===== src/rtl/mult8_seq.sv =====
`default_nettype none
// ============================================================================
// Module   : mult8_seq
// Brief    : Sequential shift-add unsigned multiplier, one partial product/clk.
// Revision : 1.0 - initial release
// ============================================================================
module mult8_seq #(
  parameter int WIDTH = 8
) (
  input  logic               clock,
  input  logic               reset_n,
  input  logic               start,
  input  logic [WIDTH-1:0]   a,
  input  logic [WIDTH-1:0]   b,
  output logic               busy,
  output logic               done,
  output logic [2*WIDTH-1:0] product
);

  localparam int            c_cw   = $clog2(WIDTH + 1);
  localparam logic [c_cw-1:0] c_last = c_cw'(WIDTH - 1);
  localparam logic [c_cw-1:0] c_one  = c_cw'(1);

  typedef enum logic [1:0] {
    S_IDLE = 2'd0,
    S_RUN  = 2'd1,
    S_DONE = 2'd2
  } state_t;

  state_t            r_state;
  state_t            w_next;
  logic              w_accept;
  logic              w_last;
  logic [WIDTH-1:0]  r_mcand;
  logic [WIDTH-1:0]  r_mplier;
  logic [WIDTH:0]    r_acc_hi;
  logic [c_cw-1:0]   r_count;
  logic [WIDTH:0]    w_sum;

  // acc_hi's top bit is always zero entering a step, so the full-width add
  // cannot overflow WIDTH+1 bits.
  assign w_sum  = r_acc_hi + (r_mplier[0] ? {1'b0, r_mcand} : '0);
  assign w_last = (r_count == c_last);

  always_ff @(posedge clock or negedge reset_n) begin
    if (!reset_n) r_state <= S_IDLE;
    else          r_state <= w_next;
  end

  always_comb begin
    w_next   = S_IDLE;
    w_accept = 1'b0;
    busy     = 1'b0;
    done     = 1'b0;
    case (r_state)
      S_IDLE: begin
        if (start) begin
          w_next   = S_RUN;
          w_accept = 1'b1;
        end
      end
      S_RUN: begin
        busy   = 1'b1;
        w_next = w_last ? S_DONE : S_RUN;
      end
      S_DONE: begin
        busy   = 1'b1;
        done   = 1'b1;
        w_next = S_IDLE;
      end
      default: w_next = S_IDLE;
    endcase
  end

  always_ff @(posedge clock or negedge reset_n) begin
    if (!reset_n) begin
      r_mcand  <= '0;
      r_mplier <= '0;
      r_acc_hi <= '0;
      r_count  <= '0;
      product  <= '0;
    end else if (w_accept) begin
      r_mcand  <= a;
      r_mplier <= b;
      r_acc_hi <= '0;
      r_count  <= '0;
    end else if (r_state == S_RUN) begin
      // Low product bits migrate into mplier as multiplier bits are consumed.
      r_acc_hi <= {1'b0, w_sum[WIDTH:1]};
      r_mplier <= {w_sum[0], r_mplier[WIDTH-1:1]};
      r_count  <= r_count + c_one;
      if (w_last) product <= {w_sum, r_mplier[WIDTH-1:1]};
    end
  end

endmodule
`default_nettype wire

===== config.mk =====
export PLATFORM = sky130hd
export DESIGN_NAME = mult8_seq
export DESIGN_NICKNAME = d
export VERILOG_FILES = /design/src/rtl/mult8_seq.sv
export SDC_FILE = /design/constraint.sdc
export NUM_CORES = 1
export LEC_CHECK = 0
export CORE_MARGIN = 1.5
export CORE_UTILIZATION = 50
export CTS_BUF_LIST = sky130_fd_sc_hd__clkbuf_4 sky130_fd_sc_hd__clkbuf_8 sky130_fd_sc_hd__clkbuf_16
export CTS_CLUSTER_DIAMETER = 200
export DETAILED_ROUTE_END_ITERATION = 6
export PLACE_DENSITY = 0.87
export SYNTH_ARGS = -nofsm -noshare
export SYNTH_HDL_FRONTEND = slang
export SYNTH_SLANG_ARGS = --single-unit

===== constraint.sdc =====
create_clock -name clock -period 3.1 [get_ports clock]
set_clock_uncertainty 0.05 [all_clocks]
set_input_delay 0.62 -clock clock [delete_from_list [all_inputs] [get_ports clock]]
set_output_delay 0.62 -clock clock [all_outputs]
set_load 0.01 [all_outputs]

; ---- Word level (Yosys, flattened, before mapping)
; Index checks and enable logic that the tools add are counted.
[classes]
add_sub_neg = 2
n_mul = 0
n_div = 0
magnitude_cmp = 0
eq_ne = 3
shift = 0
n_mux = 14
bitwise = 1
n_reduce_logical = 4
[op_table]
columns = op, n
row1 = two-way mux 8 bit, 3
row2 = two-way mux 9 bit, 2
row3 = adder 9 x 8 -> 9 bit, 1
row4 = two-way mux 4 bit, 2
row5 = two-way mux 1 bit, 5
row6 = "adder 4 x 1 -> 4 bit, second input constant", 1
row7 = "equality test 4 x 3 -> 1 bit, second input constant", 1
row8 = case mux 2 bit (2 select lines), 1
row9 = AND reduction 3 bit, 1
row10 = "equality test 2 x 1 -> 1 bit, second input constant", 1
row11 = "equality test 2 bit, second input constant", 1
row12 = zero test 2 bit, 1
row13 = two-way mux 2 bit, 1
row14 = nonzero test 2 bit, 1
row15 = OR reduction 2 bit, 1
row16 = NOT 1 bit, 1
[word_totals]
regBits = 47
latch_bits = 0
ram_bits = 0
mem_bits_ro = 0
out_inout_bits = 18
n_memories = 0

; ---- Depth between registers and ports, before layout
[depth]
word_depth = 4
ltp_mapped = 8
ltp_nobuf = 7

; ---- Worst setup path after synthesis
; OpenSTA, ideal clock, no wires.
[synth_timing]
path_type = reg2reg
startpoint = register r_mplier[0]
endpoint = register r_acc_hi[5]
setup_ns = 0.125
arrival_ns = 1.841
path_slack_ns = 1.083
stages_incl_launch_ff = 8
n_path_buf = 0
path_cell_list = dfrtp_1 > and2_1 > ha_1 > fa_1 > a21o_2 > a221oi_2 > xnor2_1 > o21ai_1
[synth_via]
elab_chain_cells = 4
[synth_lines]
columns = item, line
row1 = "start, declared", 35  ; logic [WIDTH-1:0] r_mplier;
row2 = "start signal, assigned", 90  ; r_mplier <= {w_sum[0], r_mplier[WIDTH-1:1]};
row3 = two-way mux 8 bit, 42  ; assign w_sum = r_acc_hi + (r_mplier[0] ? {1'b0, r_mcand} : '0);
row4 = adder 9 x 8 -> 9 bit, 42
row5 = two-way mux 9 bit, 87  ; end else if (r_state == S_RUN) begin
row6 = two-way mux 9 bit, 82  ; end else if (w_accept) begin
row7 = "end signal, assigned", 89  ; r_acc_hi <= {1'b0, w_sum[WIDTH:1]};
row8 = "end, declared", 36  ; logic [WIDTH:0] r_acc_hi;
; No other way between the ends. The select of a mux whose other input is x is not followed.
; A chain may end at the register's enable or synchronous reset.

; ---- Worst setup path in the final report
[layout_timing]
startpoint = register r_mplier[0]
endpoint = register r_acc_hi[3]
; The elaborated chain is that of the path after synthesis.

==> parameters.txt <==
Parameter                              Value

CTS
  Count of hold buffers inserted by post-cts repair ... 0
  Number of buffers on the longest clock path ... 2
  Clock transition time at the flip-flop clock pins of the worst setup and hold paths ... 0.08 ns
  Number of clock buffers inserted by TritonCTS ... 5
  Root buffer selected by CTS ... sky130_fd_sc_hd__clkbuf_8
  Number of instances resized during post-cts repair ... 0
  Clock sinks ... 46
  TritonCTS clock tree ... built
  Post-CTS setup buffer count ... 0
  H-Tree Depth ... 2
  Skew-Pair Late Insertion Delay ... 0.29 ns

Worst hold path
  Hold/Removal Path Class ... input port to async pin

Synth
  Adder-cell share of the synthesized area ... 7.45%
  Synth Area in Compound Gates ... 10.3%
  Post-synthesis share of cell area spent on xor and xnor gates ... 2.30%
  Summed instance area of the synthesized netlist ... 2280 sq um
  Syn avg cell area ... 9.52 sq um
  Share of synthesized cell area in and, or, nand and nor gates ... 22.1%
  Sequential cell area fraction in the yosys report ... 50.4%
  Post-synthesis cell type count ... 35
  Number of warning messages in the yosys log ... 0
  Post-synthesis sequential element count ... 46
  Net count of the mapped netlist ... 272
  Share of synthesized area spent on multiplexers ... 4.82%
  Mapped Cells ... 240
  Main combinational cell family by area after synthesis ... simple AND/OR/NAND/NOR gates

Pwr
  Total power divided by cell area ... 940 nW/um^2
  Static Leakage ... 1.35 nW
  Sum of internal, switching and leakage power ... 2.61 mW
  Largest vdd supply drop ... 0.000537 V

Worst setup path
  Ordered list of cells on the worst path ... and2_1 -> ha_1 -> fa_1 -> a21o_2 -> a21oi_1 -> xor2_1 -> o21ai_0
  Type of the worst setup path ... flop to flop
  Category of cells accounting for the largest share of critical-path delay ... adder cells
  Arrival time worst endpoint ... 2.29 ns
  Setup slack of the most critical reg-to-reg path ... 0.92 ns
  Crit path launch type ... flop
  Element type at the critical path end ... flop
  Slowest library cell on the worst path ... sky130_fd_sc_hd__dfrtp_1
  Launch point of the critical path ... r_mplier[0]
  Startpoint of the lowest-slack register-to-register path ... r_mplier[0]
  Largest incremental delay on the critical path ... 0.44 ns
  Critical path buffer and inverter count ... 0
  Maximum fanout count along the critical path ... 9
  Required time worst endpoint ... 3.22 ns

Timing
  Worst relative slew slack ... 34.2%
  Worst slew pin tran ... 0.987 ns
  Max-slew violation count ... 0
  Post-layout minimum cycle time ... 2.18 ns
  Setup TNS ... 0 ns
  Unrepaired setup endpoints after global routing ... no
  Final worst-path cycle share ... 70.2%
  Maximum clock frequency ... 460 MHz
  Count of final hold-check violations ... 0
  Setup-violating endpoint count in the final report ... 0

Floorplan
  Initial Utilization ... 52.1%
  Vertical extent of the die ... 70.6 um
  Floorplan Core Area ... 4380 sq um
  Boundary pin count ... 37
  Number of cell rows ... 24
  Die Width ... 70.6 um
  Die area ... 4980 sq um

Placement
  Final weighted congestion in routability-driven placement ... 0.788
  Hpwl dp ... 3150 um
  Instance area after placement ... 2690 sq um
  PortBufs ... 36

Routing
  M1 WL ... 2130 um
  Uppermost signal routing layer after detailed routing ... met4
  Pre-antenna DRT Iters ... 5
  Number of remaining DRC errors ... 0
  Met3 routed WL ... 155 um
  Number of nets still failing antenna checks after routing ... 0
  Via count normalized by instance count ... 5.31
  Total routed wirelength ... 4490 um
  Via total after detailed routing ... 1742
  WL met2 ... 2110 um
  Per-cell routed wire length ... 13.7 um
  DRT iter0 DRCs ... 120

Layout
  Final standard cell area without fillers ... 2770 sq um
  Share of final-layout standard cells stronger than drive strength 1 ... 6.52%
  Number of nets in the layout ... 308
  Area growth syn-to-layout ... 21.4%
  Core Util, Final ... 63.2%
  Antenna diodes ... 0

GRT
  Wire length of the first global-routing pass ... 7800 um
  Pin count of the biggest net entering global routing ... 47
  Number of antenna violations at the first check in global routing ... 0
  Global-route total usage across every layer ... 19.9%
  Number of global-route vias before repair ... 1650
  Total overflow reported by the global router ... 0

Run status
  Outcome ... complete, no violations

Job
  Max-cap viol count ... 0
==> placed cells by master (no fill, tap or decap), types with 5 or more instances in the layout <==
| cell | netlist | layout |
|---|---|---|
| sky130_fd_sc_hd__mux2i_1 | 11 | 11 |
| sky130_fd_sc_hd__clkbuf_8 | 0 | 5 |
| sky130_fd_sc_hd__and2_1 | 9 | 9 |
| sky130_fd_sc_hd__nand3_1 | 5 | 5 |
| sky130_fd_sc_hd__dfrtp_1 | 46 | 46 |
| sky130_fd_sc_hd__ha_1 | 12 | 12 |
| sky130_fd_sc_hd__nand2_1 | 76 | 76 |
| sky130_fd_sc_hd__nor2_1 | 7 | 7 |
| sky130_fd_sc_hd__clkdlybuf4s50_1 | 0 | 35 |
| sky130_fd_sc_hd__o21ai_0 | 14 | 14 |
| sky130_fd_sc_hd__a21oi_1 | 7 | 7 |
==> cell usage after synthesis <==
library cell | count | area, sq um
sky130_fd_sc_hd__nand2b_1 | 2 | 12.5
sky130_fd_sc_hd__nand3_1 | 5 | 25.0
sky130_fd_sc_hd__a221oi_2 | 1 | 15.0
sky130_fd_sc_hd__o21ai_1 | 3 | 15.0
sky130_fd_sc_hd__o21a_1 | 1 | 7.51
sky130_fd_sc_hd__and3_1 | 1 | 6.26
sky130_fd_sc_hd__a31oi_1 | 1 | 6.26
sky130_fd_sc_hd__buf_2 | 4 | 20.0
sky130_fd_sc_hd__nor2_1 | 7 | 26.3
sky130_fd_sc_hd__o21ba_2 | 1 | 10.0
sky130_fd_sc_hd__clkbuf_1 | 7 | 26.3
sky130_fd_sc_hd__and2_1 | 9 | 56.3
sky130_fd_sc_hd__dfrtp_1 | 46 | 1150
sky130_fd_sc_hd__xnor2_1 | 3 | 26.3
sky130_fd_sc_hd__xor2_1 | 3 | 26.3
sky130_fd_sc_hd__inv_1 | 4 | 15.0
sky130_fd_sc_hd__o21ai_0 | 14 | 70.1
sky130_fd_sc_hd__nand2_1 | 76 | 285
sky130_fd_sc_hd__a21oi_1 | 7 | 35.0
sky130_fd_sc_hd__ha_1 | 12 | 150
sky130_fd_sc_hd__a21o_2 | 2 | 17.5
sky130_fd_sc_hd__mux2i_1 | 11 | 110
sky130_fd_sc_hd__nand3b_1 | 3 | 22.5
sky130_fd_sc_hd__nor3_2 | 1 | 10.0
sky130_fd_sc_hd__a21o_1 | 1 | 7.51
sky130_fd_sc_hd__a211o_1 | 3 | 26.3
sky130_fd_sc_hd__a211oi_1 | 1 | 7.51
sky130_fd_sc_hd__o31ai_1 | 1 | 7.51
sky130_fd_sc_hd__nor3b_1 | 1 | 7.51
sky130_fd_sc_hd__and4b_1 | 2 | 20.0
sky130_fd_sc_hd__a21bo_2 | 1 | 10.0
sky130_fd_sc_hd__nor3_1 | 1 | 5.00
sky130_fd_sc_hd__nand4_1 | 3 | 18.8
sky130_fd_sc_hd__nand4b_1 | 1 | 8.76
sky130_fd_sc_hd__fa_1 | 1 | 20.0
==> through the flow <==
stage	worst slack, ns	hold slack (ns)	std cells
after floorplan	1.08	0.274	240
final	0.924	0.427	328
after global placement	0.890	0.405	321
after global routing	0.802	0.447	328
after detailed placement	0.803	0.413	321
after CTS	0.913	0.433	328
==> cells by family after synthesis <==
group,count (synthesis)
simple gates,112
compound gates,37
fa+ha+maj,13
mux,11
buf+inv,15
flops,46
xor+xnor,6
==> flip-flops by register name (all words and copies together), names as in the netlist <==
signal    cells
r_mplier      8
product      16
r_state       2
r_acc_hi      8
r_mcand       8
r_count       4
==> area by class of cell <==
cell class	count	area, sq um
clock buffer	6	76.3
clock inverter	1	7.51
fill	373	1610
inverter	4	15.0
multi-input combinational	179	1070
sequential	46	1150
tap	52	65.1
timing repair buffer	40	385
==> where the power goes <==
part / internal, mW / switching (mW) / total [mW]
sequential: 0.865 / 0.168 / 1.03
combinational: 0.576 / 0.645 / 1.22
clock: 0.163 / 0.189 / 0.352
total: 1.60 / 1.00 / 2.61
==> layer usage <==
| layer | vias to the layer above | global-route usage [%] |
|---|---|---|
| met1 | 816 | 28.7 |
| met5 | - | 0 |
| met4 | 0 | 7.97 |
| met3 | 9 | 4.13 |
| met2 | 46 | 29.9 |
| li1 | 871 | - |
==> final timing paths <==
check                                   end  depth (start not counted)
worst max-delay path            r_acc_hi[3]                          7
worst min-delay path             r_state[1]                          1
worst max register to register  r_acc_hi[3]                          7
worst min register to register   r_mcand[6]                          2
max in group asynchronous       product[10]                          1
min in group clock               r_mcand[6]                          2
Note: power is estimated with default switching activity, not from simulation.
